**config.mk**
```make
export PLATFORM = sky130hd
export DESIGN_NAME = register_bank
export DESIGN_NICKNAME = d
export VERILOG_FILES = /design/src/rtl/register_bank.sv
export SDC_FILE = /design/constraint.sdc
export NUM_CORES = 1
export LEC_CHECK = 0
export ABC_AREA = 1
export BUFFER_PORTS_ARGS = -buffer_cell sky130_fd_sc_hd__buf_2
export CAP_MARGIN = 20
export CORE_MARGIN = 2
export CORE_UTILIZATION = 57
export CTS_CLUSTER_SIZE = 8
export DETAILED_ROUTE_END_ITERATION = 6
export GPL_TIMING_DRIVEN = 0
export PLACE_DENSITY = 0.8
export SLEW_MARGIN = 25
export SYNTH_ARGS = -nofsm -noshare
export SYNTH_HDL_FRONTEND = slang
export SYNTH_SLANG_ARGS = --single-unit
```
**constraint.sdc**
```tcl
create_clock -name clock -period 2.4 [get_ports clock]
set_input_delay 0.48 -clock clock [delete_from_list [all_inputs] [get_ports clock]]
set_output_delay 0.48 -clock clock [all_outputs]
set_load 0.01 [all_outputs]
```
**src/rtl/register_bank.sv**
```systemverilog
// Multi-entry register file with load/inc/dec/clear write ops, two combinational
// read ports with optional same-cycle bypass, and registered carry/zero flags.
module register_bank #(
  parameter int WIDTH  = 4,
  parameter int DEPTH  = 4,
  parameter int ADDR_W = 2,
  parameter int BYPASS = 1
) (
  input  logic              clock,
  input  logic              reset,
  input  logic              we,
  input  logic [1:0]        op,
  input  logic [ADDR_W-1:0] waddr,
  input  logic [WIDTH-1:0]  wdata,
  input  logic [ADDR_W-1:0] raddr_a,
  output logic [WIDTH-1:0]  rdata_a,
  input  logic [ADDR_W-1:0] raddr_b,
  output logic [WIDTH-1:0]  rdata_b,
  output logic              carry,
  output logic              zero
);

  localparam logic [1:0] OP_LOAD  = 2'b00;
  localparam logic [1:0] OP_INC   = 2'b01;
  localparam logic [1:0] OP_DEC   = 2'b10;
  localparam logic [1:0] OP_CLEAR = 2'b11;

  generate
    if (ADDR_W != $clog2(DEPTH)) begin : g_addr_check
      $error("register_bank: ADDR_W must equal log2(DEPTH)");
    end
  endgenerate

  logic [WIDTH-1:0] regs_q [DEPTH];
  logic [WIDTH-1:0] regs_d [DEPTH];
  logic             carry_q, carry_d;
  logic             zero_q, zero_d;
  logic [WIDTH-1:0] cur_val;
  logic [WIDTH-1:0] next_val;
  logic             carry_n;

  // Result of the requested op on the addressed entry; shared by the write path and bypass.
  always_comb begin
    cur_val  = regs_q[waddr];
    next_val = '0;
    carry_n  = 1'b0;
    case (op)
      OP_LOAD:  next_val = wdata;
      OP_INC:   {carry_n, next_val} = {1'b0, cur_val} + {{WIDTH{1'b0}}, 1'b1};
      OP_DEC: begin
        next_val = cur_val - {{(WIDTH-1){1'b0}}, 1'b1};
        carry_n  = (cur_val == '0);
      end
      OP_CLEAR: next_val = '0;
      default:  next_val = '0;
    endcase
  end

  always_comb begin
    regs_d  = regs_q;
    carry_d = carry_q;
    zero_d  = zero_q;
    if (we) begin
      regs_d[waddr] = next_val;
      carry_d       = carry_n;
      zero_d        = (next_val == '0);
    end
  end

  always_ff @(posedge clock or posedge reset) begin
    if (reset) begin
      for (int i = 0; i < DEPTH; i++) begin
        regs_q[i] <= '0;
      end
      carry_q <= 1'b0;
      zero_q  <= 1'b0;
    end else begin
      regs_q  <= regs_d;
      carry_q <= carry_d;
      zero_q  <= zero_d;
    end
  end

  // Bypass is suppressed during reset so reads show the cleared storage.
  always_comb begin
    rdata_a = regs_q[raddr_a];
    rdata_b = regs_q[raddr_b];
    if ((BYPASS != 0) && we && !reset) begin
      if (raddr_a == waddr) rdata_a = next_val;
      if (raddr_b == waddr) rdata_b = next_val;
    end
  end

  assign carry = carry_q;
  assign zero  = zero_q;

endmodule

```
Yosys cells after proc, flatten, opt, wreduce, memory -nomap -nowiden
Index checks and enable logic that the tools add are counted.
{ "totals": {"in_bits": 15, "register_bits": 18, "out_inout_bits": 10} }
{ "classes": {"magnitude_cmp": 4, "n_addsub": 2, "muxes": 18, "n_bitwise": 3, "n_eq_ne": 5, "reduce_logical": 6} }
{ "op_table": {"columns": ["operator", "count"], "rows": [
  ["$mux W4", 11],
  ["$bmux W4 S2", 3],
  ["$bwmux W16", 1],
  ["$pmux W4 S4", 1],
  ["$ge A3 B3 Y1 const B", 3],
  ["$not A2 Y3", 3],
  ["$demux W4 S2", 1],
  ["$logic_not A4 Y1", 2],
  ["$add A4 B1 Y5 const B", 1],
  ["$eq A2 B2 Y1", 2],
  ["$eq A2 B2 Y1 const B", 2],
  ["$sub A4 B1 Y4 const B", 1],
  ["$lt A3 B1 Y1 const B", 1],
  ["$eq A2 B1 Y1 const B", 1],
  ["$logic_and A1 B1 Y1", 2],
  ["$logic_not A2 Y1", 1],
  ["$pmux W1 S2", 1],
  ["$logic_not A1 Y1", 1]
]} }

Logic depth before layout (Yosys ltp)
{ "depth": {"depth_word": 8, "mapped_depth": 15} }

Worst setup path after synthesis
Ideal clock, no wire load.
{ "synth_timing": {"kind": "input -> output", "startpoint": "input port waddr[0]", "endpoint": "output port rdata_a[1]", "arrival_time_ns": 1.812, "path_stages": 10, "slack_ns": 0.108, "required_ns": 1.920, "n_path_buf": 1, "cell_sequence": "buf_6 > o21ai_2 > nand2_2 > nand2_4 > inv_1 > ha_1 > nor2_1 > a211oi_1 > a21oi_1 > a21oi_1"} }
{ "synth_via": {"elab_chain_cells": 8, "elab_cells_between_ends": 10, "classes_between": "add/sub (2); eq/ne (1); mux (6); bitwise (1)"} }
{ "synth_lines": {"columns": ["element", "line", "rtl"], "rows": [
  ["from (decl)", "13", "input logic [ADDR_W-1:0] waddr,"],
  ["$not A2 Y3 (implied by the code)", "44", "cur_val = regs_q[waddr];"],
  ["$bmux W4 S2", "44", null],
  ["$mux W4 (implied by the code) (2 in a row)", "44", null],
  ["$sub A4 B1 Y4 or $add A4 B1 Y5 (tied branches)", "51, 49", null],
  ["$pmux W4 S4", "47", "case (op)"],
  ["$mux W4 (*)", "89", "if (raddr_a == waddr) rdata_a = next_val;"],
  ["$mux W4 (*)", "88", "if ((BYPASS != 0) && we && !reset) begin"],
  ["to (decl)", "16", "output logic [WIDTH-1:0] rdata_a,"]
]} }
Mark *: on every way between the ends. The rest lies on a longest branch, timed or not. The select of a mux whose other input is x is not followed.

Final worst setup path
{ "layout_timing": {"startpoint": "input port waddr[0]", "endpoint": "output port rdata_b[1]"} }
{ "layout_via": {"elab_chain_cells": 8, "elab_cells_between_ends": 10, "classes_between": "add/sub (2); eq/ne (1); mux (6); bitwise (1)"} }
{ "layout_lines": {"columns": ["element", "line", "rtl"], "rows": [
  ["$not A2 Y3 (implied by the code)", "44", null],
  ["$bmux W4 S2", "44", null],
  ["$mux W4 (implied by the code) (2 in a row)", "44", null],
  ["$sub A4 B1 Y4 or $add A4 B1 Y5 (tied branches)", "51, 49", null],
  ["$pmux W4 S4", "47", null],
  ["$mux W4 (*)", "90", "if (raddr_b == waddr) rdata_b = next_val;"],
  ["$mux W4 (*)", "88", null],
  ["to (decl)", "18", "output logic [WIDTH-1:0] rdata_b,"]
]} }
Marked as above.

==> results.txt <==
Outcome: finished with violations
Violated checks: setup timing
Syn_nets: 251
P&R area growth vs syn: 32.0%
P_leak: 1.01 nW
Largest area contributor in the netlist: dfrtp_1
Clk Latency, worst-skew pair: 0.29 ns
Design Area, Final: 2100 um2
Worst path top cell family by delay: compound AO/OA/AOI/OAI gates
Met1 Resource Use GR: 39.9%
Crit-path cells: buf_12, inv_4, nand2_1, nand2_1, nand2_2, nand2_4, inv_4, ha_4, nor2_4, a211oi_2, a21oi_2, a21oi_1, buf_2
Cells after Synth: 231
DP HPWL: 2980 um
Final hold viol count: 0
Ant diodes: 0
Seq/Total Area, Yosys: 28.3%
Slowest stage cell, crit path: ha_4
Critical path peak fanout: 9
Total Die Area: 3230 um2
Crit share post-route: 103%
Worst-path clk slew: 0.09 ns
Clk buf depth: 2
Top post-synthesis cells by area: dfrtp_1 28%, nand2_1 13%, o21ai_0 8.2%
TritonCTS Buffers: 3
Pre-antenna DRT Iters: 6
Critical path type: input pin to output pin
IO Pins: 25
CP endpoint kind: output pin
Share of cells above drive strength 1: 38.4%
Syn. warnings: 0
TritonCTS clock tree: yes
Total number of vias: 1795
# DRC: 0
RSZ-0062 raised after global routing: yes
Post-synth top area share: 28.3%
Unique masters post-synth: 26
Drt via density: 5.75
Fin Setup TNS: -0.189 ns
Detail Route Antenna Nets: 0
Hold/Removal Path Class: input pin to async pin
GRT Resource Usage Total: 29.1%
Vias in the first global route: 1594
Routed wire length: 4920 um
Placed Area: 1740 um2
Layout Utilization: 77.5%
PD cells: 641 nW/um2
Grt peak-use layer: met2
Post-Syn Area: 1590 um2
Final setup vio count: 4
Max-slew headroom: 55.8%
Starting Density: 58.7%
Number of synthesized register bits: 18
Clk_skew: 0.00648 ns
Initial antenna violation count: 0
Slowest Stage Delay on Critical Path: 0.28 ns
Maximum number of pins on one net before global-route repair: 19
Worst slack at placement: -0.526 ns
Startpoint Class: input pin
M3 GR Usage: 2.76%
Die width: 56.8 um
Met2 global-route usage: 45.8%
Slew at the pin closest to its max-slew limit: 0.663 ns
Max_cap viols: 0
Root Buffer: clkbuf_4
Total chip power: 1.35 mW
Final worst setup slack: -0.0716 ns
Hold_buf cts: 0
Max-slew violations: 0
Drt wl/cell: 15.8 um
Max Fclk: 405 MHz
CORE AREA: 2710 um2
Fin crit period: 2.47 ns
Max rail drop VDD: 0.643 mV
Crit path DAT: 1.99 ns
H-tree depth: 1
Crit path required time: 1.92 ns
Rows: 19
Input/output buffers: 22
Syn_area_per_cell: 6.89 um2
Die Height: 56.8 um
Final estimated routing congestion in global placement: 0.937
# clock sinks: 18
Final nets: 302
First DRT Iteration DRCs: 106
Worst path bufs/invs: 4
Remaining Overflow, GRT: 0
First-pass GRT wire length: 7280 um
-- layout by cell type (no fill, tap or decap), types with 3 or more instances in the layout --
master    netlist  final
nand3_1        10     10
a21oi_1        21     17
nand2_4         4      5
o21ai_0        26     26
buf_4           1     22
buf_6           1      3
ha_1            5      3
inv_1          27     23
nand2_2        10     11
clkbuf_1        4      4
clkbuf_4        0      3
a21oi_2         2      6
o21ai_1         5      5
nand3_2         7      6
buf_2           0     21
dfrtp_1        18     18
nand2_1        54     51
o21ai_2         5      5
nor2_1         10      6
nor2_2          3      4
nor2_4          0      3
a211oi_1        7      6
inv_2           4      6
-- final cells by class --
type / count / area, um2
fillers: 171 / 609
clock buffers: 4 / 36.3
multi-input cells: 176 / 1090
flip-flops and latches: 18 / 450
repair buffers: 46 / 313
plain buffers: 6 / 46.3
inverters: 31 / 121
well taps: 31 / 38.8
-- per-layer routing --
metal / wire length [um] / vias up
li1: - / 865
met1: 1930 / 788
met2: 2350 / 114
met3: 457 / 28
met4: 190 / 0
met5: 0 / -
-- final timing paths --
check / slack (ns) / endpoint / cells after the start / start
hold / removal: 0.28 / regs_q[12]$_DFFE_PP0P_ / 2 / reset
max in group asynchronous: 1.69 / regs_q[13]$_DFFE_PP0P_ / 2 / reset
min in group clock: 0.49 / zero$_DFFE_PP0P_ / 2 / zero$_DFFE_PP0P_
hold reg to reg: 0.49 / zero$_DFFE_PP0P_ / 2 / zero$_DFFE_PP0P_
setup / recovery: -0.07 / rdata_b[1] / 13 / waddr[0]
setup reg to reg: 0.22 / zero$_DFFE_PP0P_ / 14 / regs_q[0]$_DFFE_PP0P_
-- worst register-to-register path: stages, from the launching register on --
cell and delay [ns]:
dfrtp_1 0.43, nand3_2 0.10, nand2_2 0.09, nor2_4 0.17, ha_4 0.23, nor2_4 0.08
a211oi_2 0.04, a21oi_2 0.24, buf_4 0.16, buf_4 0.09, buf_4 0.12, nand3_1 0.08
a21oi_1 0.16, nand2_2 0.07, nand2_2 0.05
-- registers in the layout, indices dropped and copies added (netlist names) --
signal  flops
carry       1
zero        1
regs_q     16
-- power by group --
part	switching, mW	total, mW	internal [mW]
logic	0.406	0.723	0.317
registers	0.0737	0.445	0.371
clock network	0.0863	0.179	0.0925
total	0.566	1.35	0.780
-- Yosys cell counts --
cell type and instances:
or2_2 2, nor2_1 10, o21ai_2 5, nand2_2 10, a21oi_1 21, nand3_2 7
nand2_1 54, ha_1 5, nand3b_1 1, nand4_1 1, inv_2 4, dfrtp_1 18
nand2_4 4, clkbuf_1 4, xnor2_1 1, inv_1 27, o21ai_0 26, nor2_2 3
a221oi_4 1, a211oi_1 7, buf_6 1, or2_1 1, o21ai_1 5, nand3_1 10
buf_4 1, a21oi_2 2
-- per-stage QoR --
step | instances | hold slack (ns)
after floorplan | 231 | 0.419
after global placement | 284 | 0.462
after detailed placement | 284 | 0.476
after global routing | 312 | 0.341
final | 312 | 0.284
after CTS | 304 | 0.284
-- cells by family (layout without fill, tap and decap cells) --
kind of cell / after synthesis / count (layout) / synth area share [%]
AOI/OAI and AO/OA: 67 / 67 / 25.2
xor gates and xnor gates: 1 / 1 / 0.550
adders and majority gates: 5 / 5 / 3.93
buffers and inverters: 37 / 87 / 9.43
DFF: 18 / 18 / 28.3
and+or+nand+nor: 103 / 103 / 32.6
-- timing repair --
item / in CTS / in global routing
cloned: 1 / 0
gates resized for setup: 22 / 16
buffers inserted: 15 / 8
pin swaps: 6 / 17
endpoints found under the setup margin: 4 / 8
(Power assumes the default switching activity.)
